<file path="src/rtl/stopwatch_control.sv">
// Stopwatch controller: run/pause/lap FSM driving a BCD 00.00-59.99 count
// with a registered display that shows either the live count or a lap snapshot.
`default_nettype none

module stopwatch_control #(
    parameter logic WRAP_EN = 1'b1
) (
    input  logic       CLK,
    input  logic       RESET,
    input  logic       start_stop,
    input  logic       lap,
    input  logic       clear,
    input  logic       tick,
    output logic       device_running,
    output logic [3:0] hund_ones,
    output logic [3:0] hund_tens,
    output logic [3:0] sec_ones,
    output logic [3:0] sec_tens,
    output logic       lap_active,
    output logic       overflow
);

    typedef enum logic [1:0] {
        IDLE    = 2'd0,
        RUNNING = 2'd1,
        LAP     = 2'd2,
        PAUSED  = 2'd3
    } state_t;

    // Count words are packed {sec_tens, sec_ones, hund_tens, hund_ones}.
    localparam logic [15:0] MAX_COUNT = 16'h5999;

    state_t      state_q, state_d;
    logic [15:0] count_q, count_d;
    logic [15:0] snap_q, snap_d;
    logic [15:0] disp_q, disp_d;
    logic        ovf_q, ovf_d;
    logic        counting;
    logic        locked;
    logic        at_max;
    logic [15:0] count_inc;

    function automatic logic [15:0] bcd_inc(input logic [15:0] v);
        logic [15:0] r;
        r = v;
        if (v[3:0] != 4'd9) begin
            r[3:0] = v[3:0] + 4'd1;
        end else begin
            r[3:0] = 4'd0;
            if (v[7:4] != 4'd9) begin
                r[7:4] = v[7:4] + 4'd1;
            end else begin
                r[7:4] = 4'd0;
                if (v[11:8] != 4'd9) begin
                    r[11:8] = v[11:8] + 4'd1;
                end else begin
                    r[11:8] = 4'd0;
                    r[15:12] = (v[15:12] == 4'd5) ? 4'd0 : v[15:12] + 4'd1;
                end
            end
        end
        return r;
    endfunction

    assign counting  = tick && ((state_q == RUNNING) || (state_q == LAP));
    assign at_max    = (count_q == MAX_COUNT);
    assign count_inc = bcd_inc(count_q);
    // Only saturation can set overflow when wrapping is disabled, so it doubles as the lock.
    assign locked    = !WRAP_EN && ovf_q;

    always_comb begin
        state_d = state_q;
        count_d = count_q;
        snap_d  = snap_q;
        ovf_d   = ovf_q;

        if (clear) begin
            state_d = IDLE;
            count_d = 16'h0000;
            snap_d  = 16'h0000;
            ovf_d   = 1'b0;
        end else begin
            if (counting) begin
                if (at_max) begin
                    ovf_d = 1'b1;
                    if (WRAP_EN) begin
                        count_d = 16'h0000;
                    end
                end else begin
                    count_d = count_inc;
                end
            end

            case (state_q)
                IDLE: begin
                    if (start_stop && !locked) state_d = RUNNING;
                end
                RUNNING: begin
                    if (start_stop) begin
                        state_d = PAUSED;
                    end else if (lap) begin
                        state_d = LAP;
                        snap_d  = count_q;
                    end
                end
                LAP: begin
                    if (start_stop)  state_d = PAUSED;
                    else if (lap)    state_d = RUNNING;
                end
                PAUSED: begin
                    if (start_stop && !locked) state_d = RUNNING;
                end
                default: state_d = IDLE;
            endcase

            if (counting && at_max && !WRAP_EN) begin
                state_d = PAUSED;
            end
        end
    end

    assign disp_d = (state_q == LAP) ? snap_q : count_q;

    always_ff @(posedge CLK or negedge RESET) begin
        if (!RESET) begin
            state_q <= IDLE;
            count_q <= 16'h0000;
            snap_q  <= 16'h0000;
            disp_q  <= 16'h0000;
            ovf_q   <= 1'b0;
        end else begin
            state_q <= state_d;
            count_q <= count_d;
            snap_q  <= snap_d;
            disp_q  <= disp_d;
            ovf_q   <= ovf_d;
        end
    end

    assign device_running = (state_q == RUNNING) || (state_q == LAP);
    assign lap_active     = (state_q == LAP);
    assign overflow       = ovf_q;
    assign hund_ones      = disp_q[3:0];
    assign hund_tens      = disp_q[7:4];
    assign sec_ones       = disp_q[11:8];
    assign sec_tens       = disp_q[15:12];

endmodule

`default_nettype wire

</file>
<file path="config.mk">
export PLATFORM = sky130hd
export DESIGN_NAME = stopwatch_control
export DESIGN_NICKNAME = d
export VERILOG_FILES = /design/src/rtl/stopwatch_control.sv
export SDC_FILE = /design/constraint.sdc
export NUM_CORES = 1
export LEC_CHECK = 0
export CAP_MARGIN = 20
export CORE_UTILIZATION = 35
export DETAILED_ROUTE_END_ITERATION = 10
export HOLD_SLACK_MARGIN = 0.06
export PLACE_DENSITY = 0.6
export SYNTH_ARGS = -nofsm -noshare
export SYNTH_HDL_FRONTEND = slang
export SYNTH_SLANG_ARGS = --single-unit
</file>
<file path="constraint.sdc">
create_clock -name CLK -period 1.9 [get_ports CLK]
set_input_delay 0.38 -clock CLK [delete_from_list [all_inputs] [get_ports CLK]]
set_output_delay 0.38 -clock CLK [all_outputs]
set_load 0.05 [all_outputs]
</file>
# ---- Word-level counts from Yosys, hierarchy flattened
# Cells that the tools add are included.
dict set report op_classes {
  addsub 4
  eq_ne 15
  muxes 25
  n_reduce_logical 14
}
# operator n
set ops {}
lappend ops {{$mux 16} 8}
lappend ops {{$mux 4} 5}
lappend ops {{$ne 4x4->1 const B} 5}
lappend ops {{$add 4x1->4 const B} 4}
lappend ops {{$eq 16x15->1 const B} 1}
lappend ops {{$mux 12} 1}
lappend ops {{$mux 2} 6}
lappend ops {{$ne 3x3->1 const B} 3}
lappend ops {{$reduce_and 3->1} 3}
lappend ops {{$mux 8} 1}
lappend ops {{$reduce_bool 2->1} 4}
lappend ops {{$pmux 2 s3} 1}
lappend ops {{$eq 2x2->1 const B} 2}
lappend ops {{$eq 4x3->1 const B} 1}
lappend ops {{$reduce_and 2->1} 2}
lappend ops {{$reduce_and 4->1} 1}
lappend ops {{$mux 1} 3}
lappend ops {{$ne 3x1->1 const B} 1}
lappend ops {{$eq 2x1->1 const B} 1}
lappend ops {{$logic_not 2->1} 1}
lappend ops {{$ne 2x1->1 const B} 1}
lappend ops {{$reduce_or 2->1} 1}
lappend ops {{$logic_and 1x1->1} 1}
lappend ops {{$logic_or 1x1->1} 1}
dict set report totals {
  ff_bits 51
  out_inout_bits 19
}

# ---- Logic depth before layout (Yosys ltp)
dict set report logic_depth {
  word_depth 8
  depth_mapped 7
}

# ---- Worst setup path before layout
# No wires, ideal clock.
dict set report synth_path {
  kind {flip-flop to flip-flop}
  startpoint {register state_q[0]}
  endpoint {register disp_q[0]}
  setup_ps 125
  t_arrival_ps 1734
  required_time_ps 1775
  setup_slack_ps 42
  stages_incl_launch_ff 5
  path_buffers 1
  period_less_slack_ps 1858
  cell_sequence {dfrtp_1 > inv_1 > ha_1 > clkbuf_1 > mux2_2}
}
dict set report synth_via {
  elab_chain_len 2
}
# item line_no
set synth_lines {}
lappend synth_lines {{start: declaration} 33} ;# state_t state_q, state_d;
lappend synth_lines {{start signal: assignment} 132} ;# state_q <= state_d;
lappend synth_lines {{$eq 2x2->1} -}
lappend synth_lines {{net lap_active} 19} ;# output logic lap_active,
lappend synth_lines {{$mux 16} 122} ;# assign disp_d = (state_q == LAP) ? snap_q : count_q;
lappend synth_lines {{net disp_d[0]} 36} ;# logic [15:0] disp_q, disp_d;
lappend synth_lines {{end signal: assignment} 135} ;# disp_q <= disp_d;
lappend synth_lines {{end: declaration} 36}
# The timed path passes the listed nets, and every way through them passes these cells.
# A chain may end at the register's enable or synchronous reset.

# ---- Worst setup path in the final report
dict set report layout_path {
  startpoint {register state_q[0]}
  endpoint {output port device_running}
}
dict set report layout_via {
  elab_chain_len 2
  elab_cells_between_ends 3
}
# item line_no
set layout_lines {}
lappend layout_lines {{$eq 2x1->1 / $eq 2x2->1 (equally long branches)} 140} ;# assign device_running = (state_q == RUNNING) || (state_q == LAP);
lappend layout_lines {{$logic_or 1x1->1 (*)} 140}
lappend layout_lines {{end: declaration} 14} ;# output logic device_running,
# Mark *: on every way between the ends. The rest lies on a longest branch, timed or not.

==> run_summary.xml <==
<?xml version="1.0" encoding="UTF-8"?>
<metrics>
  <group name="status">
    <metric name="status" unit="">completed</metric>
  </group>
  <group name="clock_network">
    <metric name="clock_tree_from_tritoncts" unit="">built</metric>
    <metric name="htree_num_levels" unit="">2</metric>
    <metric name="cts_sinks" unit="">51</metric>
    <metric name="clock_buffer_count_from_cts" unit="">5</metric>
    <metric name="clk_path_buf_depth" unit="">2</metric>
    <metric name="clk-insertion-delay-late" unit="ns">0.30</metric>
    <metric name="clk_root_buffer_cell" unit="">clkbuf_8</metric>
    <metric name="clk_slew_on_worst_s_h_paths" unit="ns">0.09</metric>
  </group>
  <group name="global_route">
    <metric name="grt_usage" unit="%">15.2</metric>
    <metric name="first_global_vias" unit="">1832</metric>
    <metric name="grt_max_degree" unit="">52</metric>
    <metric name="grt_antenna_before_repair" unit="">0</metric>
    <metric name="first_pass_grt_wire_length" unit="um">8770</metric>
    <metric name="overflow" unit="">0</metric>
  </group>
  <group name="die">
    <metric name="dieArea" unit="um^2">7380</metric>
    <metric name="placeableCoreArea" unit="um^2">6790</metric>
    <metric name="die_w" unit="um">85.9</metric>
    <metric name="die_h" unit="um">85.9</metric>
    <metric name="placementRows" unit="">30</metric>
    <metric name="starting_utilization_of_the_core_area" unit="%">36.3</metric>
    <metric name="floorplan.io_pins" unit="">25</metric>
  </group>
  <group name="timing">
    <metric name="layout_worst_path_cycle_share" unit="%">95.0</metric>
    <metric name="max-slew-margin-rel" unit="%">67.0</metric>
    <metric name="period_needed" unit="ns">1.81</metric>
    <metric name="final_hold_viol_count" unit="">0</metric>
    <metric name="skew" unit="ns">0.00821</metric>
    <metric name="unrepaired_setup_endpoints_after_global_routing" unit="">false</metric>
    <metric name="setup_violators_final" unit="">0</metric>
    <metric name="peak_freq" unit="MHz">554</metric>
    <metric name="final.hold.worst_slack" unit="ns">0.489</metric>
    <metric name="timing.final.max_slew_violations" unit="">0</metric>
    <metric name="worst-slew-pin-transition" unit="ns">0.494</metric>
  </group>
  <group name="power_and_ir_drop">
    <metric name="totalPowerFinal" unit="mW">2.62</metric>
    <metric name="power_density_over_the_cells" unit="nW/um^2">862</metric>
    <metric name="leakage" unit="nW">1.38</metric>
    <metric name="ir_drop" unit="mV">0.939</metric>
  </group>
  <group name="final_layout">
    <metric name="area_delta_synth_final" unit="%">23.1</metric>
    <metric name="nNetsFinal" unit="">290</metric>
    <metric name="mostFrequentLayoutCell" unit="">dfrtp_1</metric>
    <metric name="fillCellCount" unit="">675</metric>
    <metric name="post_route_cells_drive_above_1_share" unit="%">17.9</metric>
    <metric name="commonest_non_fill_non_tap_cells_in_the_layout" unit="">dfrtp_1, nand2_1, a21oi_1</metric>
    <metric name="final_core_util" unit="%">44.7</metric>
    <metric name="ant_cells" unit="">0</metric>
  </group>
  <group name="flow_run">
    <metric name="cap_violations" unit="">0</metric>
  </group>
  <group name="worst_setup_path">
    <metric name="path_class" unit="">reg -&gt; out</metric>
    <metric name="timing.critical_path.fanout_max" unit="">4</metric>
    <metric name="setup.worst_path.start_class" unit="">flop</metric>
    <metric name="critical_path_arrival" unit="ns">1.43</metric>
    <metric name="required" unit="ns">1.52</metric>
    <metric name="setup.worst_path.end_class" unit="">primary output</metric>
    <metric name="r2r_setup_slack" unit="ns">0.10</metric>
  </group>
  <group name="synthesis">
    <metric name="yosysUniqueCellTypes" unit="">42</metric>
    <metric name="postSynth.topFlopCell" unit="">dfrtp_1</metric>
    <metric name="warning_count_from_the_yosys_run" unit="">0</metric>
    <metric name="synth_edf_count" unit="">0</metric>
    <metric name="postSynthNetCount" unit="">255</metric>
    <metric name="yosys_register_bits" unit="">51</metric>
    <metric name="synth.cell_area" unit="um^2">2460</metric>
    <metric name="ys_seq_area_share" unit="%">51.8</metric>
    <metric name="async_reset_ff_share" unit="%">100</metric>
    <metric name="syn_area_per_cell" unit="um^2">10.3</metric>
    <metric name="synth_cells" unit="">239</metric>
  </group>
  <group name="drt">
    <metric name="antenna_left" unit="">0</metric>
    <metric name="routedWlPerCell" unit="um">13.4</metric>
    <metric name="vias_per_cell" unit="">4.92</metric>
    <metric name="drc_errors" unit="">0</metric>
    <metric name="dr.pass1.iters" unit="">4</metric>
    <metric name="dr_total_vias" unit="">1821</metric>
    <metric name="finalWirelength" unit="um">4960</metric>
    <metric name="drt-initial-drc-count" unit="">137</metric>
  </group>
  <group name="place">
    <metric name="port_buffers" unit="">24</metric>
    <metric name="gp_congestion" unit="">0.787</metric>
    <metric name="dp_hpwl" unit="um">3310</metric>
  </group>
  <group name="worst_hold_path">
    <metric name="worst_hold_path_type" unit="">reg -&gt; reg</metric>
  </group>
</metrics>
## worst max-delay path, cell delays in order, from the launching register on
cell and delay (ns):
dfrtp_1 0.39, inv_1 0.06, ha_1 0.31, buf_4 0.16, inv_2 0.08, buf_12 0.14
## worst paths after layout
| kind | cells past startpoint | startpoint | to |
|---|---|---|---|
| worst max-delay path | 5 | state_q[0]$_DFFE_PN0P_ | device_running |
| worst min-delay path | 2 | snap_q[13]$_DFFE_PN0P_ | disp_q[13]$_DFF_PN0_ |
| worst max register to register | 6 | state_q[0]$_DFFE_PN0P_ | count_q[13]$_DFFE_PN0P_ |
| worst min register to register | 2 | snap_q[13]$_DFFE_PN0P_ | disp_q[13]$_DFF_PN0_ |
| max in group asynchronous | 3 | RESET | snap_q[2]$_DFFE_PN0P_ |
| min in group asynchronous | 3 | RESET | disp_q[13]$_DFF_PN0_ |
## power breakdown
group	switching, mW	internal [mW]
logic	0.426	0.325
registers	0.0215	1.12
clock network	0.339	0.386
total	0.787	1.83
## synth_stat cells (4+ instances only)
| cell | number | area, um^2 |
|---|---|---|
| nor2_1 | 4 | 15.0 |
| nand3_1 | 5 | 25.0 |
| nand2_1 | 43 | 161 |
| ha_1 | 10 | 125 |
| inv_1 | 12 | 45.0 |
| a21oi_1 | 26 | 130 |
| mux2_2 | 15 | 169 |
| dfrtp_1 | 51 | 1280 |
| nor2b_1 | 4 | 25.0 |
| or3_1 | 5 | 31.3 |
| o21ai_0 | 9 | 45.0 |
| and3b_1 | 5 | 43.8 |
| clkbuf_1 | 9 | 33.8 |
## kinds of logic after synthesis
logic type / count (synthesis) / share of synthesized area [%]
AND/OR/NAND/NOR: 85 / 18.7
flip-flops: 51 / 51.8
adder cells (fa/ha/maj): 10 / 5.08
buffers and inverters: 24 / 4.06
multiplexers: 17 / 7.66
AO/OA/AOI/OAI: 52 / 12.7
## stage by stage
step | cells | TNS, ns | cell area [um^2] | worst slack (ns)
after detailed placement | 362 | -0.0957 | 2920 | -0.0691
after global placement | 362 | -0.0118 | 2920 | -0.0118
final | 370 | 0 | 3040 | 0.0948
after floorplan | 239 | 0 | 2460 | 0.0415
after global routing | 370 | 0 | 3040 | 0.0153
after CTS | 370 | 0 | 3030 | 0.0190
## metal layers
layer,GRT usage (%),share of wire (%),routed length [um],vias to the layer above
met4,5.45,1.6,80,0
met3,2.89,2.4,120,5
met5,0,0,0,-
li1,-,-,-,906
met2,24.9,46,2290,31
met1,20.0,50,2480,879
## state kept, by name, summed over array words and instances, names as in the netlist
signal,count
state_q,2
count_q,16
overflow,1
snap_q,16
disp_q,16
## cell type report
cell class                 instances  area (um^2)  share of cell area (%)
clock inverter                     1         30.0                   0.989
inverter                          12         45.0                    1.48
tap                               96          120                    3.96
clock buffer                       6         72.6                    2.39
sequential                        51         1280                    42.0
multi-input combinational        164         1100                    36.1
timing repair buffer              40          395                    13.0
## timing repair
action / 4_1_cts / 5_1_grt
hold endpoints to repair: 14 / 0
resized for setup: 0 / 3
setup endpoints to repair: 0 / 5
hold buffers: 1 / 0
setup buffers: 0 / 0
(Power assumes the default switching activity.)
